**src/rtl/m4_pkg.sv**
```systemverilog
// Shared M4 channel constants and the sequencer state encoding.
package m4_pkg;

  localparam int unsigned M4_WORD_BITS   = 12;
  localparam int unsigned M4_FRAME_WORDS = 512;
  localparam int unsigned M4_GROUPS      = 32;

  typedef enum logic [1:0] {
    IDLE  = 2'd0,
    PRIME = 2'd1,
    SHIFT = 2'd2
  } m4_state_e;

endpackage

```
**src/rtl/m4_bit_timer.sv**
```systemverilog
// Bit/word timing for the M4 serialiser: divider, bit counter, bit clock and
// decode of the fetch point and load point inside the last bit of a word.
module m4_bit_timer #(
  parameter int unsigned BIT_DIV   = 4,
  parameter int unsigned WORD_BITS = 12
) (
  input  logic clk,
  input  logic rst_n,
  input  logic shift_now_i,
  input  logic shift_next_i,
  output logic ser_clk_o,
  output logic fetch_pt_c,
  output logic bit_end_c,
  output logic load_pt_c
);

  localparam int unsigned DIV_W = $clog2(BIT_DIV);
  localparam int unsigned BIT_W = $clog2(WORD_BITS);

  logic [DIV_W-1:0] div_q, div_d;
  logic [BIT_W-1:0] bit_q, bit_d;
  logic             ser_clk_q, ser_clk_d;
  logic             last_bit;

  assign last_bit   = (bit_q == BIT_W'(WORD_BITS - 1));
  assign bit_end_c  = shift_now_i && (div_q == DIV_W'(BIT_DIV - 1));
  assign fetch_pt_c = shift_now_i && last_bit && (div_q == DIV_W'(BIT_DIV - 3));
  assign load_pt_c  = bit_end_c && last_bit;
  assign ser_clk_o  = ser_clk_q;

  // Counters only run while staying in SHIFT; entering or leaving SHIFT restarts them.
  always_comb begin
    div_d = '0;
    bit_d = '0;
    if (shift_now_i && shift_next_i) begin
      if (div_q == DIV_W'(BIT_DIV - 1)) begin
        div_d = '0;
        bit_d = last_bit ? '0 : bit_q + BIT_W'(1);
      end else begin
        div_d = div_q + DIV_W'(1);
        bit_d = bit_q;
      end
    end
    ser_clk_d = shift_next_i && (div_d < DIV_W'(BIT_DIV / 2));
  end

  always_ff @(posedge clk) begin
    if (!rst_n) begin
      div_q     <= '0;
      bit_q     <= '0;
      ser_clk_q <= 1'b0;
    end else begin
      div_q     <= div_d;
      bit_q     <= bit_d;
      ser_clk_q <= ser_clk_d;
    end
  end

endmodule

```
**src/rtl/m4_frame_sequencer.sv**
```systemverilog
// M4 channel timing master: issues word fetches, tracks frame pointer and group
// counter, and serialises returned words MSB-first with bit clock and sync pulses.
module m4_frame_sequencer
  import m4_pkg::*;
#(
  parameter int unsigned  BIT_DIV     = 4,
  parameter int unsigned  WORD_BITS   = M4_WORD_BITS,
  parameter int unsigned  FRAME_WORDS = M4_FRAME_WORDS,
  parameter int unsigned  GROUPS      = M4_GROUPS,
  localparam int unsigned PTR_W       = $clog2(FRAME_WORDS),
  localparam int unsigned GRP_W       = $clog2(GROUPS)
) (
  input  logic                 clk,
  input  logic                 reset,
  input  logic                 en,
  input  logic [WORD_BITS-1:0] dataWord,
  output logic                 bufGetWord,
  output logic [PTR_W-1:0]     bufRdPointer,
  output logic [GRP_W-1:0]     cntGrp,
  output logic                 serData,
  output logic                 serClk,
  output logic                 wordSync,
  output logic                 frameSync
);

  m4_state_e            state_q, state_d;
  logic [PTR_W-1:0]     ptr_q, ptr_d;
  logic [GRP_W-1:0]     grp_q, grp_d;
  logic [WORD_BITS-1:0] shift_q, shift_d;
  logic                 prime_q, prime_d;
  logic                 stop_q, stop_d;
  logic                 frame_pend_q, frame_pend_d;
  logic                 get_q, get_d;
  logic                 ser_data_q, ser_data_d;
  logic                 word_sync_q, word_sync_d;
  logic                 frame_sync_q, frame_sync_d;
  logic                 fetch, load;
  logic                 fetch_pt_c, bit_end_c, load_pt_c;

  m4_bit_timer #(
    .BIT_DIV   (BIT_DIV),
    .WORD_BITS (WORD_BITS)
  ) u_bit_timer (
    .clk          (clk),
    .rst_n        (reset),
    .shift_now_i  (state_q == SHIFT),
    .shift_next_i (state_d == SHIFT),
    .ser_clk_o    (serClk),
    .fetch_pt_c   (fetch_pt_c),
    .bit_end_c    (bit_end_c),
    .load_pt_c    (load_pt_c)
  );

  // Next-state, fetch/load decisions and registered output values.
  always_comb begin
    state_d      = state_q;
    ptr_d        = ptr_q;
    grp_d        = grp_q;
    shift_d      = shift_q;
    prime_d      = 1'b0;
    stop_d       = stop_q;
    frame_pend_d = frame_pend_q;
    get_d        = 1'b0;
    word_sync_d  = 1'b0;
    frame_sync_d = 1'b0;
    fetch        = 1'b0;
    load         = 1'b0;

    unique case (state_q)
      IDLE: begin
        if (en) begin
          fetch   = 1'b1;
          state_d = PRIME;
        end
      end
      PRIME: begin
        if (prime_q) begin
          load    = 1'b1;
          state_d = SHIFT;
        end else begin
          prime_d = 1'b1;
        end
      end
      SHIFT: begin
        if (fetch_pt_c) begin
          if (en) fetch = 1'b1;
          stop_d = !en;
        end
        if (bit_end_c) shift_d = shift_q << 1;
        if (load_pt_c) begin
          if (stop_q) begin
            state_d = IDLE;
            shift_d = '0;
            stop_d  = 1'b0;
          end else begin
            load = 1'b1;
          end
        end
      end
      default: state_d = IDLE;
    endcase

    // Pointer and group advance together so the group change lands with pointer 0.
    if (fetch) begin
      get_d        = 1'b1;
      frame_pend_d = (ptr_q == PTR_W'(FRAME_WORDS - 1));
      if (ptr_q == PTR_W'(FRAME_WORDS - 1)) begin
        ptr_d = '0;
        grp_d = (grp_q == GRP_W'(GROUPS - 1)) ? '0 : grp_q + GRP_W'(1);
      end else begin
        ptr_d = ptr_q + PTR_W'(1);
      end
    end

    if (load) begin
      shift_d      = dataWord;
      word_sync_d  = 1'b1;
      frame_sync_d = frame_pend_q;
    end

    ser_data_d = (state_d == SHIFT) ? shift_d[WORD_BITS-1] : 1'b0;
  end

  always_ff @(posedge clk) begin
    if (!reset) begin
      state_q      <= IDLE;
      ptr_q        <= PTR_W'(FRAME_WORDS - 1);
      grp_q        <= GRP_W'(GROUPS - 1);
      shift_q      <= '0;
      prime_q      <= 1'b0;
      stop_q       <= 1'b0;
      frame_pend_q <= 1'b0;
      get_q        <= 1'b0;
      ser_data_q   <= 1'b0;
      word_sync_q  <= 1'b0;
      frame_sync_q <= 1'b0;
    end else begin
      state_q      <= state_d;
      ptr_q        <= ptr_d;
      grp_q        <= grp_d;
      shift_q      <= shift_d;
      prime_q      <= prime_d;
      stop_q       <= stop_d;
      frame_pend_q <= frame_pend_d;
      get_q        <= get_d;
      ser_data_q   <= ser_data_d;
      word_sync_q  <= word_sync_d;
      frame_sync_q <= frame_sync_d;
    end
  end

  assign bufGetWord   = get_q;
  assign bufRdPointer = ptr_q;
  assign cntGrp       = grp_q;
  assign serData      = ser_data_q;
  assign wordSync     = word_sync_q;
  assign frameSync    = frame_sync_q;

endmodule

```
**config.mk**
```make
export PLATFORM = sky130hd
export DESIGN_NAME = m4_frame_sequencer
export DESIGN_NICKNAME = d
export VERILOG_FILES = /design/src/rtl/m4_pkg.sv /design/src/rtl/m4_bit_timer.sv /design/src/rtl/m4_frame_sequencer.sv
export SDC_FILE = /design/constraint.sdc
export NUM_CORES = 1
export LEC_CHECK = 0
export ABC_CLOCK_PERIOD_IN_PS = 4900
export CORE_UTILIZATION = 40
export DETAILED_ROUTE_END_ITERATION = 16
export GPL_ROUTABILITY_DRIVEN = 0
export PLACE_DENSITY = 0.73
export SLEW_MARGIN = 30
export SYNTH_ARGS = -nofsm -noshare
export SYNTH_HDL_FRONTEND = slang
export SYNTH_HIERARCHICAL = 1
export SYNTH_SLANG_ARGS = --single-unit
```
**constraint.sdc**
```tcl
create_clock -name clk -period 4.9 [get_ports clk]
set_clock_uncertainty 0.2 [all_clocks]
set_input_delay 0.98 -clock clk [delete_from_list [all_inputs] [get_ports clk]]
set_output_delay 0.98 -clock clk [all_outputs]
set_load 0.02 [all_outputs]
```
==> flow_summary.ini <==
[clock_tree]
cts_resized = 0
htree_levels = 2
clock_path_buffers = 2
ctsHoldBuffers = 0
cts_tree = yes
clk_latency_ns = 0.29
cts_made_buffers = 5
cts_setup_buffers = 0
cts-root-buf = clkbuf_8
path_clk_slew_ns = 0.08
numClockSinks = 42

[route]
ant_nets = 0
wl_per_cell_um = 11.8
routed_wl_mm = 3.79
drc = 0
vias = 1703
dr.pass1.iters = 4
dr.first_iter.drc_count = 64
via_per_inst = 5.31

[sta]
slew_headroom_pct = 49.6
fmax_mhz = 358
setup_viol = 0
finalCritPeriodShare_pct = 57.0
tightest_slew_ns = 0.750
hold_slack_ns = 0.263
final-max-slew-violation-count = 0
tns_ns = 0
timing.final.crit_period_ns = 2.79
rsz0062_at_grt = false
hold_viol_final = 0

[die]
die_w_um = 72.7
fp.coreArea_um2 = 4750
die_height_um = 72.7
start_util_pct = 42.1
io_pins = 34
rows = 25
die_area_um2 = 5290

[worst_hold_path]
hold_end = frame_pend_q
hold_class = register to register
hold_start = frame_pend_q
holdPathStages = 2

[global_route]
antenna_found_initial = 0
grt_use_total_pct = 16.1
globalRoute.totalOverflow = 0
grt_pass1_wl_mm = 6.70
grt_pass1_vias = 1538
grt_start_max_net_pins = 30

[synth]
synthArstFlopShare_pct = 0
syn_nets = 251
synthFlopType = dfxtp_1
synth_area_um2 = 2000
synth-edff-count = 0
ys_ff_latch = 42
ys_warn_count = 6
ys_types = 48
postSynthAreaPerCell_um2 = 8.93
syn_inst = 224
ys_seq_area_share_pct = 42.0

[status]
outcome = finished clean

[power]
power.total_w = 0.000985
p_leak_nw = 0.946
power_density_nw_per_um2 = 402
peakVddDrop_mv = 0.150

[setup_path]
rrSetupSlack_ns = 2.11
r2r_end = u_bit_timer/bit_q[2]
endpoint_kind = register
critical_path_class = register to register
crit_path_max_fanout = 11
max_stage_delay_ns = 0.41
cp.required_ns = 4.90
rr_startpoint = state_q[0]
startpoint_type = register
cp_data_arrival_time_ns = 2.79
rr_worst_depth = 10
cpMaxStageDelayCell = ha_1
path_cells = inv_1 -> ha_1 -> nand2_1 -> nor2_1 -> nand2_1 -> a221oi_1 -> o221ai_1 -> nor2_1 -> nand3_2 -> a311oi_1

[layout]
finish.utilization_pct = 51.5
fillerInstances = 483
drive_above_1_share_pct = 5.91
nets = 280
num_antenna_cells = 0
syn_to_final_growth_pct = 22.5

[flow_run]
cap_violations = 0

[placement]
io_buffer_count = 33
dp.final_hpwl_mm = 2.74
## layout by cell type, fill, tap and decap left out, types with 2 or more instances in the layout
cell,Yosys,final
dfxtp_1,42,42
clkdlybuf4s50_1,0,32
nand2_1,23,23
nor2_1,20,20
o21ai_0,18,17
inv_1,13,13
a221oi_1,12,12
ha_1,12,12
nand3_1,10,10
a21oi_1,9,9
and3_1,5,5
clkbuf_8,1,5
mux2i_1,4,4
o21ai_1,2,3
nor4_1,3,3
a31oi_1,3,3
xnor2_1,3,3
nor3_1,3,3
nand4_1,2,2
or4_1,2,2
o211ai_1,2,2
nand3b_1,2,2
## cell usage after synthesis, types with 2 or more instances
master	instances	area, µm²
buf_2	2	10.0
nor2_1	20	75.1
nand3b_1	2	15.0
nand4_1	2	12.5
o21ai_1	2	10.0
nand3_1	10	50.1
inv_1	13	48.8
or4_1	2	15.0
mux2i_1	4	40.0
dfxtp_1	42	841
a21oi_1	9	45.0
ha_1	12	150
a31oi_1	3	18.8
o211ai_1	2	15.0
and3_1	5	31.3
o21ai_0	18	90.1
clkbuf_1	5	18.8
a221oi_1	12	105
buf_6	2	22.5
nand2_1	23	86.3
nor4_1	3	18.8
xnor2_1	3	26.3
nor3_1	3	15.0
## sequential cells by signal, summed over array words and instances (netlist names), 2 cells and up
signal,flops
cntGrp,5
u_bit_timer/bit_q,4
state_q,2
bufRdPointer,9
u_bit_timer/div_q,2
shift_q,12
## through the flow
| step | cells | setup WS, ns | cell area (µm²) |
|---|---|---|---|
| 2_1_floorplan | 224 | 2.52 | 2000 |
| 5_1_grt | 321 | 1.68 | 2450 |
| 6_report | 321 | 2.11 | 2450 |
| 3_3_place_gp | 313 | 1.81 | 2340 |
| 3_5_place_dp | 313 | 1.76 | 2340 |
| 4_1_cts | 321 | 2.08 | 2450 |
## layer usage
| metal | GRT usage (%) | wire, µm | up-vias |
|---|---|---|---|
| li1 | - | - | 871 |
| met5 | 0 | 0 | - |
| met4 | 6.54 | 29 | 0 |
| met1 | 19.8 | 1800 | 793 |
| met3 | 3.31 | 152 | 2 |
| met2 | 27.6 | 1810 | 37 |
## power breakdown
group / internal, W / total (W) / switching, W
Clock: 0.000152 / 0.000265 / 0.000113
Sequential: 0.000378 / 0.000419 / 0.0000405
Combinational: 0.000147 / 0.000301 / 0.000154
Total: 0.000677 / 0.000985 / 0.000308
## cells by family after synthesis
group,after synthesis,share of synthesized area (%)
xor gates and xnor gates,3,1.31
buffers and inverters,24,5.94
and+or+nand+nor,81,21.5
DFF,42,42.0
muxes,5,2.56
adders and majority gates,12,7.50
AOI/OAI and AO/OA,57,19.2
## final cells by class
type / count / area, µm² / area share (%)
Multi-Input combinational cell: 158 / 1040 / 42.5
Sequential cell: 42 / 841 / 34.3
Clock inverter: 2 / 37.5 / 1.53
Clock buffer: 6 / 72.6 / 2.96
Inverter: 13 / 48.8 / 1.99
Timing Repair Buffer: 33 / 325 / 13.3
Tap cell: 67 / 83.8 / 3.42
## worst max path at each step
stage,cells after the start,start,endpoint,slack (ns)
6_report,10,state_q[0],u_bit_timer/bit_q[2],2.11
5_1_grt,10,state_q[0],u_bit_timer/bit_q[2],1.68
4_1_cts,3,reset,state_q[0],2.08
3_5_place_dp,4,reset,bufRdPointer[5],1.76
3_3_place_gp,4,reset,bufRdPointer[5],1.81
2_1_floorplan,10,state_q[0],u_bit_timer/bit_q[2],2.52
## worst max-delay path, delay by kind of cell (launching register included)
| family | cells | cell delay, ns |
|---|---|---|
| AOI/OAI and AO/OA | 3 | 0.80 |
| and+or+nand+nor | 5 | 0.81 |
| DFF | 1 | 0.35 |
| adders and majority gates | 1 | 0.41 |
| buffers and inverters | 1 | 0.11 |
(Power assumes the default switching activity.)
